**src/rtl/ghostbus_ram_pkg.sv**
```systemverilog
// Shared helpers for the banked ghostbus RAM: address-window decode and sizing functions.
package ghostbus_ram_pkg;

  function automatic int clog2_min1(input int n);
    if (n <= 2) return 1;
    return $clog2(n);
  endfunction

  function automatic int span_of(input int nbanks, input int ram_aw);
    return nbanks * (2 ** ram_aw);
  endfunction

  function automatic logic in_window(input logic [63:0] addr,
                                     input logic [63:0] base,
                                     input logic [63:0] span);
    return (addr >= base) && (addr < (base + span));
  endfunction

endpackage

```
**src/rtl/ghostbus_ram_sp.sv**
```systemverilog
// One RAM bank: single-port storage with a registered read and a host/local input select.
module ghostbus_ram_sp
  import ghostbus_ram_pkg::*;
#(
  parameter int DW = 8,
  parameter int AW = 6
) (
  input  logic          i_clk,
  input  logic          i_sel_host,
  input  logic          i_h_en,
  input  logic          i_h_we,
  input  logic [AW-1:0] i_h_addr,
  input  logic [DW-1:0] i_h_wdata,
  input  logic          i_l_en,
  input  logic          i_l_we,
  input  logic [AW-1:0] i_l_addr,
  input  logic [DW-1:0] i_l_wdata,
  output logic [DW-1:0] o_rdata
);

  logic          w_en;
  logic          w_we;
  logic [AW-1:0] w_addr;
  logic [DW-1:0] w_wdata;
  logic [DW-1:0] r_mem [2**AW];
  logic [DW-1:0] r_rdata;

  always_comb begin
    w_en    = i_l_en;
    w_we    = i_l_we;
    w_addr  = i_l_addr;
    w_wdata = i_l_wdata;
    if (i_sel_host) begin
      w_en    = i_h_en;
      w_we    = i_h_we;
      w_addr  = i_h_addr;
      w_wdata = i_h_wdata;
    end
  end

  // The read captures the stored word before any same-edge write lands.
  always_ff @(posedge i_clk) begin
    if (w_en) begin
      r_rdata <= r_mem[w_addr];
      if (w_we) r_mem[w_addr] <= w_wdata;
    end
  end

  assign o_rdata = r_rdata;

endmodule

```
**src/rtl/ghostbus_ram_banked.sv**
```systemverilog
// Banked ghostbus RAM window shared with a local application port; the host wins per bank.
module ghostbus_ram_banked
  import ghostbus_ram_pkg::*;
#(
  parameter int            AW     = 24,
  parameter int            DW     = 32,
  parameter int            RAM_DW = 8,
  parameter int            RAM_AW = 6,
  parameter int            NBANKS = 2,
  parameter logic [AW-1:0] BASE   = 'h100,
  parameter int            RD_LAT = 1,
  localparam int           BW     = clog2_min1(NBANKS)
) (
  input  logic                 i_clk,
  input  logic                 i_rst,
  input  logic [AW-1:0]        i_gb_addr,
  input  logic [DW-1:0]        i_gb_dout,
  input  logic                 i_gb_we,
  input  logic                 i_gb_re,
  output logic [DW-1:0]        o_gb_din,
  output logic                 o_gb_rvalid,
  input  logic [BW+RAM_AW-1:0] i_lcl_addr,
  input  logic [RAM_DW-1:0]    i_lcl_wdata,
  input  logic                 i_lcl_we,
  input  logic                 i_lcl_re,
  output logic                 o_lcl_stall,
  output logic [RAM_DW-1:0]    o_lcl_rdata,
  output logic                 o_lcl_rvalid
);

  localparam int SPAN = span_of(NBANKS, RAM_AW);

  logic              w_hostHit;
  logic              w_hostRead;
  logic [BW-1:0]     w_hostBank;
  logic              w_lclReq;
  logic              w_lclStall;
  logic              w_lclGo;
  logic              w_lclRead;
  logic [BW-1:0]     w_lclBank;
  logic [RAM_DW-1:0] w_bankRdata [NBANKS];
  logic [RAM_DW-1:0] w_hRam;
  logic [RAM_DW-1:0] w_lRam;
  logic [RAM_DW-1:0] w_hOut;
  logic [RAM_DW-1:0] w_lOut;
  logic [RD_LAT-1:0] r_hValid;
  logic [RD_LAT-1:0] r_lValid;
  logic [BW-1:0]     r_hBank;
  logic [BW-1:0]     r_lBank;
  logic              w_unused;

  assign w_hostHit  = (i_gb_we | i_gb_re) && in_window(64'(i_gb_addr), 64'(BASE), 64'(SPAN));
  assign w_hostRead = w_hostHit & i_gb_re;
  assign w_hostBank = (NBANKS == 1) ? '0 : i_gb_addr[RAM_AW +: BW];

  assign w_lclReq   = i_lcl_we | i_lcl_re;
  assign w_lclBank  = (NBANKS == 1) ? '0 : i_lcl_addr[RAM_AW +: BW];
  assign w_lclStall = w_lclReq && w_hostHit && (w_hostBank == w_lclBank);
  assign w_lclGo    = w_lclReq && !w_lclStall;
  assign w_lclRead  = w_lclGo & i_lcl_re;
  assign o_lcl_stall = w_lclStall;

  assign w_unused = ^{i_gb_dout, i_lcl_addr};

  for (genvar b = 0; b < NBANKS; b++) begin : g_bank
    logic w_selHost;
    logic w_selLcl;
    assign w_selHost = w_hostHit && (w_hostBank == BW'(b));
    assign w_selLcl  = w_lclGo && (w_lclBank == BW'(b));
    ghostbus_ram_sp #(.DW(RAM_DW), .AW(RAM_AW)) u_ram (
      .i_clk      (i_clk),
      .i_sel_host (w_selHost),
      .i_h_en     (w_selHost),
      .i_h_we     (i_gb_we),
      .i_h_addr   (i_gb_addr[RAM_AW-1:0]),
      .i_h_wdata  (i_gb_dout[RAM_DW-1:0]),
      .i_l_en     (w_selLcl),
      .i_l_we     (i_lcl_we),
      .i_l_addr   (i_lcl_addr[RAM_AW-1:0]),
      .i_l_wdata  (i_lcl_wdata),
      .o_rdata    (w_bankRdata[b])
    );
  end

  // Valid bits shift one stage per cycle; reset drops anything in flight.
  always_ff @(posedge i_clk) begin
    if (i_rst) begin
      r_hValid <= '0;
      r_lValid <= '0;
    end else begin
      r_hValid <= (r_hValid << 1) | RD_LAT'(w_hostRead);
      r_lValid <= (r_lValid << 1) | RD_LAT'(w_lclRead);
    end
  end

  always_ff @(posedge i_clk) begin
    r_hBank <= w_hostBank;
    r_lBank <= w_lclBank;
  end

  assign w_hRam = w_bankRdata[r_hBank];
  assign w_lRam = w_bankRdata[r_lBank];

  if (RD_LAT > 1) begin : g_dly
    logic [RAM_DW-1:0] r_hData [RD_LAT-1];
    logic [RAM_DW-1:0] r_lData [RD_LAT-1];
    always_ff @(posedge i_clk) begin
      r_hData[0] <= w_hRam;
      r_lData[0] <= w_lRam;
      for (int i = 1; i < RD_LAT - 1; i++) begin
        r_hData[i] <= r_hData[i-1];
        r_lData[i] <= r_lData[i-1];
      end
    end
    assign w_hOut = r_hData[RD_LAT-2];
    assign w_lOut = r_lData[RD_LAT-2];
  end else begin : g_nodly
    assign w_hOut = w_hRam;
    assign w_lOut = w_lRam;
  end

  assign o_gb_rvalid  = r_hValid[RD_LAT-1];
  assign o_gb_din     = o_gb_rvalid ? DW'(w_hOut) : '0;
  assign o_lcl_rvalid = r_lValid[RD_LAT-1];
  assign o_lcl_rdata  = o_lcl_rvalid ? w_lOut : '0;

endmodule

```
**config.mk**
```make
export PLATFORM = sky130hd
export DESIGN_NAME = ghostbus_ram_banked
export DESIGN_NICKNAME = d
export VERILOG_FILES = /design/src/rtl/ghostbus_ram_pkg.sv /design/src/rtl/ghostbus_ram_sp.sv /design/src/rtl/ghostbus_ram_banked.sv
export SDC_FILE = /design/constraint.sdc
export NUM_CORES = 1
export LEC_CHECK = 0
export BUFFER_PORTS_ARGS = -buffer_cell sky130_fd_sc_hd__buf_2
export CAP_MARGIN = 20
export CORE_ASPECT_RATIO = 0.5
export CORE_MARGIN = 2
export CORE_UTILIZATION = 40
export CTS_BUF_LIST = sky130_fd_sc_hd__clkbuf_8
export DETAILED_ROUTE_END_ITERATION = 10
export GPL_ROUTABILITY_DRIVEN = 0
export PLACE_DENSITY = 0.65
export SLEW_MARGIN = 30
export SYNTH_ARGS = -nofsm -noshare
export SYNTH_HDL_FRONTEND = slang
export SYNTH_HIERARCHICAL = 1
export SYNTH_SLANG_ARGS = --single-unit
```
**constraint.sdc**
```tcl
create_clock -name i_clk -period 4.4 [get_ports i_clk]
set_input_delay 0.22 -clock i_clk [delete_from_list [all_inputs] [get_ports i_clk]]
set_output_delay 0.22 -clock i_clk [all_outputs]
set_load 0.005 [all_outputs]
```
==> results of run 1 <==
[worst max-delay path, delay by kind of cell]
kind,cells,cell delay (ns)
buffers and inverters,6,1.72
AND/OR/NAND/NOR,6,1.81
multiplexers,1,0.47
[layout make-up]
| class | instances | area (sq um) |
|---|---|---|
| well taps | 1402 | 1754 |
| repair buffers | 395 | 2990 |
| clock inverters | 100 | 623.1 |
| inverters | 1 | 3.754 |
| multi-input cells | 1503 | 9663 |
| flip-flops and latches | 1044 | 31310 |
| fillers | 8768 | 54700 |
| clock buffers | 151 | 2078 |
| diodes | 2 | 5.005 |
[sequential cells by signal (all words and copies together) (netlist names)]
name and cells:
g_bank.u_ram/r_mem 1024, g_bank.u_ram/o_rdata 16, o_gb_rvalid 1, o_lcl_rvalid 1, r_hBank 1, r_lBank 1
[cell families (layout without fill, tap and decap cells)]
family          after synthesis  after routing
compound gates              560            560
other cells                   1             26
buf+inv                     187            647
flops                      1044           1044
simple gates                722            722
mux                         196            196
xor+xnor                      1              1
[layout by cell type (no fill, tap or decap), types with 16 or more instances in the layout]
master	synthesis	final
edfxtp_1	1040	1040
nand2_1	370	370
buf_4	30	303
nor2_1	189	178
a21oi_1	160	160
clkbuf_8	0	151
mux2i_1	88	82
a22oi_1	74	74
nand3_1	71	71
buf_2	62	71
a211oi_1	64	64
o21ai_0	53	53
mux2_2	52	51
o22ai_1	50	50
inv_1	1	46
mux4_2	44	44
a221oi_1	36	36
clkinv_1	0	27
conb_1	1	24
a31oi_1	21	21
and3_1	20	20
nor2b_1	16	16
a22o_1	16	16
[how the worst max path moves through the flow]
stage                                                   endpoint  slack, ns  cells after the start
after floorplan            g_bank[0].u_ram/r_mem[0][0]$_DFFE_PP_       0.49                     13
after global placement     g_bank[0].u_ram/r_mem[1][0]$_DFFE_PP_       0.04                     11
after detailed placement   g_bank[0].u_ram/r_mem[1][2]$_DFFE_PP_     -0.007                     11
after CTS                  g_bank[0].u_ram/r_mem[1][2]$_DFFE_PP_       0.77                     12
after global routing      g_bank[0].u_ram/r_mem[12][7]$_DFFE_PP_       0.62                     13
final                     g_bank[0].u_ram/r_mem[12][6]$_DFFE_PP_       0.66                     13
[through the flow]
stage,power [mW],setup TNS [ns]
floorplan,11.91,0
global placement,12.48,0
detailed placement,12.50,-0.05431
CTS,19.66,0
global route,20.19,0
finish,19.58,0
[power groups by stage]
stage | logic, mW | clock network (mW) | registers [mW]
3_5_place_dp | 1.28 | 0 | 11.2
3_3_place_gp | 1.26 | 0 | 11.2
5_1_grt | 1.38 | 7.80 | 11.0
2_1_floorplan | 0.698 | 0 | 11.2
6_report | 1.31 | 7.26 | 11.0
4_1_cts | 1.29 | 7.37 | 11.0
[metal layers]
metal  GRT usage  share of wire
met1      0.2997           0.40
met2      0.3425           0.46
met3     0.05232           0.11
met4     0.07777          0.032
met5           0        0.00011
==> impl_metrics.csv, run 1 <==
group,metric,value,unit
run_status,outcome,"completed",
floorplan,io_pins,120,
sta,setup_viol,0,
synthesis,synth-xor-area-share,0.0002095,
clocking,cts_tree,"built",
clocking,cts_max_level,4,
worst_setup_path,rr_endpoint,"g_bank[1].u_ram/o_rdata[7]$_DFFE_PP_",
worst_hold_path,holdPathEnd,"r_lBank$_DFF_P_",
synthesis,netlist_area,0.04180,sq mm
synthesis,synth-async-reset-ratio,0,
sta,fin_crit_sh,0.8505,
power_and_ir_drop,power_density,404.3,mW/mm^2
synthesis,synthMuxAreaShare,0.06256,
sta,grt_setup_unrepaired,"false",
grt,track_usage,0.2190,
clocking,clk_path_buf_depth,3,
floorplan,start_util,0.4053,
worst_setup_path,rr_startpoint,"g_bank[1].u_ram/r_mem[20][7]$_DFFE_PP_",
worst_setup_path,crit_path_end_kind,"flip-flop",
sta,fin_ws,0.6578,ns
clocking,root_buffer,"clkbuf_8",
clocking,hold_buffers,6,
grt,grt_pass1_wl,172200,um
worst_setup_path,crit_path_max_incr_delay,0.53,ns
worst_setup_path,reg2reg_slack,1.88,ns
worst_setup_path,crit_fanout,15,
synthesis,yosysWarningCount,6,
final_layout,instances_no_fill,4598,
synthesis,ys_types,57,
sta,slew_violations,0,
sta,period_minus_slack,3.742,ns
worst_setup_path,crit_path_start_kind,"input pin",
worst_hold_path,worstHoldPathType,"input pin to flip-flop",
synthesis,synth_edf_count,1040,
sta,hold_violations,0,
grt,grt_max_degree,65,
floorplan,die_w,461.2,um
power_and_ir_drop,vdd_drop_max,223.6,uV
run,maxCapViolCount,0,
grt,grt-ovfl-total,0,
floorplan,rows,83,
worst_setup_path,path_cells,"dlygate4sd3_1, buf_2, nor2_1, or3_4, nor3_2, buf_4, mux2_4, buf_4, nor2_2, buf_4, nand2_1, nor2_1, buf_4",
placed_design,io_buffers,71,
final_layout,drive_gt1_frac,0.2182,
sta,hold_slack,0.2115,ns
placed_design,post_dp_cell_area,0.04565,sq mm
power_and_ir_drop,p_sw,4.537,mW
synthesis,synth_top_family_by_area,"compound AO/OA/AOI/OAI gates",
sta,worstMarginPinSlew,1.097,ns
final_layout,postLayoutCoreUtil,0.4696,
synthesis,synthTopCellsByArea,"edfxtp_1 (75%), nand2_1 (3.3%), mux4_2 (2.4%)",
worst_hold_path,min_path_cells,2,
synthesis,synth_cells,2711,
clocking,insertion_delay,0.81,ns
power_and_ir_drop,p_int,15.04,mW
final_layout,design_area,0.04843,sq mm
final_layout,fin_nets,3166,
grt,grt_antenna_before_repair,6,
worst_setup_path,cp_common_cell,"buf_4",
final_layout,area_growth,15.86,%
drt,dr.pass1.iters,8,
drt,drtIter0Drc,3798,
floorplan,die_area,0.1073,sq mm
worst_setup_path,arrival,4.25,ns
synthesis,yosysTopAreaCell,"edfxtp_1",
drt,vias,26381,
synthesis,synth_seq_cells,1044,
clocking,cts_made_buffers,144,
placed_design,hpwl,75790,um
power_and_ir_drop,switching_share,0.2317,
floorplan,die_y,232.6,um
clocking,clk_pin_slew_worst_paths,0.06,ns
power_and_ir_drop,pwr-share-clk,0.371,
worst_setup_path,startpoint,"i_gb_re",
worst_setup_path,rr_worst_depth,5,
floorplan,core_area,0.1031,sq mm
drt,post-route-drc-count,0,
drt,ant_nets,0,
drt,drt-total-wl,118300,um
synthesis,synthSimpleGateAreaFrac,0.07310,
worst_setup_path,slowest_stage,"dlygate4sd3_1",
synthesis,synth_common_cells,"edfxtp_1 (1040), nand2_1 (370), nor2_1 (189), a21oi_1 (160), mux2i_1 (88)",
synthesis,avgSynthCellArea,15.42,sq um
placed_design,dp_cells,4339,
power_and_ir_drop,combPwrFrac,0.067,
sta,slew_headroom,0.2633,
power_and_ir_drop,power.share.sequential,0.562,
clocking,cts_resized,0,
drt,viasPerCell,5.737,
synthesis,synthAdderAreaFrac,0,
synthesis,ys.flop_type,"edfxtp_1",
clocking,clock_sinks,1044,
sta,fmax,267.2,MHz
sta,clock_skew,0.02626,ns
worst_setup_path,required,4.91,ns
worst_hold_path,worstHoldStart,"i_lcl_addr[6]",
synthesis,netlist.area_leader.share,0.7471,
synthesis,yosysMostFrequentCell,"edfxtp_1",
synthesis,ys_seq_area_frac,0.7490,
power_and_ir_drop,leakage,16.35,nW
grt,grt_pass1_vias,25581,
synthesis,synth_compound_area_frac,0.09025,
drt,wl_per_cell,25.72,um
placed_design,dpl_worst_slack,-0.007186,ns
clocking,cts_setup_buffers,0,
worst_setup_path,critPathKind,"input pin to flip-flop",
No activity file was read; power rests on OpenSTA's default activity.
==> inputs of run 2 (changes only) <==
REMOVE_ABC_BUFFERS = 1   (was not set)
==> impl_metrics.csv, run 2 (same netlist as run 1, synthesis figures left out) <==
group,metric,value,unit
worst_setup_path,critPathKind,"input pin to flip-flop",
grt,grt_max_degree,65,
placed_design,post_dp_cell_area,0.04559,sq mm
sta,fin_ws,0.7843,ns
clocking,clk_path_buf_depth,3,
final_layout,postLayoutCoreUtil,0.4676,
drt,ant_nets,0,
sta,hold_slack,0.1141,ns
sta,setup_viol,0,
clocking,cts_tree,"built",
clocking,hold_buffers,6,
worst_hold_path,worstHoldPathType,"input pin to flip-flop",
sta,slew_violations,0,
grt,grt_antenna_before_repair,8,
worst_setup_path,crit_path_max_incr_delay,0.60,ns
grt,grt-ovfl-total,0,
worst_setup_path,cp_common_cell,"buf_4",
power_and_ir_drop,p_sw,4.536,mW
power_and_ir_drop,power.share.sequential,0.573,
floorplan,die_w,461.2,um
clocking,cts_max_level,4,
grt,grt_pass1_wl,169000,um
final_layout,fill_cells,8853,
power_and_ir_drop,power_density,398.8,mW/mm^2
final_layout,final_cell_mix,"edfxtp_1 (1040), nand2_1 (370), buf_4 (285), nor2_1 (181), a21oi_1 (160)",
clocking,insertion_delay,0.81,ns
sta,clock_skew,0.02673,ns
worst_setup_path,crit_path_end_kind,"flip-flop",
worst_setup_path,arrival,4.15,ns
drt,drt-total-wl,116100,um
final_layout,instances_no_fill,4587,
floorplan,io_pins,120,
final_layout,area_growth,15.37,%
clocking,clk_pin_slew_worst_paths,0.07,ns
floorplan,rows,83,
worst_setup_path,required,4.93,ns
power_and_ir_drop,pwr-share-clk,0.360,
final_layout,final_common_cell,"edfxtp_1",
floorplan,die_area,0.1073,sq mm
power_and_ir_drop,switching_share,0.2358,
worst_setup_path,slowest_stage,"a2111oi_0",
power_and_ir_drop,vdd_drop_max,206.9,uV
clocking,root_buffer,"clkbuf_8",
drt,viasPerCell,5.740,
drt,wl_per_cell,25.32,um
worst_setup_path,cp_top_family,"simple AND/OR/NAND/NOR gates",
sta,setup-tns-final,0,ns
worst_setup_path,worst-path-buf-inv,3,
power_and_ir_drop,combPwrFrac,0.067,
power_and_ir_drop,total_power,19.23,mW
clocking,clock_sinks,1044,
drt,vias,26328,
floorplan,start_util,0.4053,
final_layout,design_area,0.04822,sq mm
sta,hold_violations,0,
worst_setup_path,reg2reg_slack,1.97,ns
clocking,cts_setup_buffers,0,
sta,fin_crit_sh,0.8218,
final_layout,regArea,0.03131,sq mm
final_layout,multiInputGateArea,0.009651,sq mm
drt,drtIter0Drc,3503,
power_and_ir_drop,p_int,14.70,mW
worst_setup_path,crit_path_start_kind,"input pin",
sta,worstMarginPinSlew,1.008,ns
drt,dr.pass1.iters,8,
placed_design,dpl_worst_slack,0.03326,ns
run,maxCapViolCount,0,
grt,grt_pass1_vias,25430,
floorplan,die_y,232.6,um
final_layout,fin_nets,3152,
drt,post-route-drc-count,0,
placed_design,dp_cells,4325,
final_layout,largest-register,"g_bank.u_ram/r_mem",
placed_design,io_buffers,71,
placed_design,hpwl,73500,um
grt,track_usage,0.2144,
floorplan,core_area,0.1031,sq mm
run_status,outcome,"completed",
sta,period_minus_slack,3.616,ns
worst_setup_path,crit_fanout,11,
clocking,cts_made_buffers,144,
sta,grt_setup_unrepaired,"false",
final_layout,largest_register_ffs,1024,
power_and_ir_drop,leakage,16.22,nW
sta,fmax,276.6,MHz
worst_setup_path,path_cells,"buf_2, or4_4, or3_4, nor3_2, buf_4, mux2i_4, nor2_1, buf_4, a2111oi_0, nor3_1, or4_1",
sta,slew_headroom,0.3257,
final_layout,drive_gt1_frac,0.2113,
clocking,cts_resized,0,
==> run 2: layout make-up <==
class | instances | area share
Timing Repair Buffer | 381 | 0.06087
Clock inverter | 105 | 0.01113
Tap cell | 1402 | 0.03638
Antenna cell | 4 | 0.0002076
Multi-Input combinational cell | 1503 | 0.2001
Clock buffer | 147 | 0.04195
Inverter | 1 | 0.00007784
Sequential cell | 1044 | 0.6493
==> run 2: metal layers <==
| metal | track usage | vias up | part of all wire |
|---|---|---|---|
| met1 | 0.2986 | 13255 | 0.41 |
| li1 | - | 11311 | - |
| met3 | 0.05052 | 244 | 0.10 |
| met5 | 0 | - | 0 |
| met2 | 0.3320 | 1518 | 0.46 |
| met4 | 0.07162 | 0 | 0.030 |
==> run 2: final timing paths <==
path,start,end,depth (start not counted)
worst max-delay path,i_gb_addr[16],g_bank[0].u_ram/o_rdata[7]$_DFFE_PP_,11
worst min-delay path,i_lcl_addr[6],r_lBank$_DFF_P_,2
worst max register to register,g_bank[0].u_ram/r_mem[22][7]$_DFFE_PP_,g_bank[0].u_ram/o_rdata[7]$_DFFE_PP_,5
worst min register to register,g_bank[0].u_ram/r_mem[51][6]$_DFFE_PP_,g_bank[0].u_ram/o_rdata[6]$_DFFE_PP_,3
==> run 2: worst register-to-register path, delay by kind of cell (launching register included) <==
kind	cells	cell delay (ns)
compound gates	2	0.52
simple gates	2	0.77
flops	1	0.36
mux	1	0.51
==> run 2: power by group through the flow <==
stage	Combinational, mW	Sequential, mW	Clock [mW]
floorplan	0.639	11.2	0
global placement	1.25	11.2	0
detailed placement	1.27	11.2	0
global route	1.36	11.0	7.45
finish	1.30	11.0	6.92
CTS	1.27	11.0	7.02
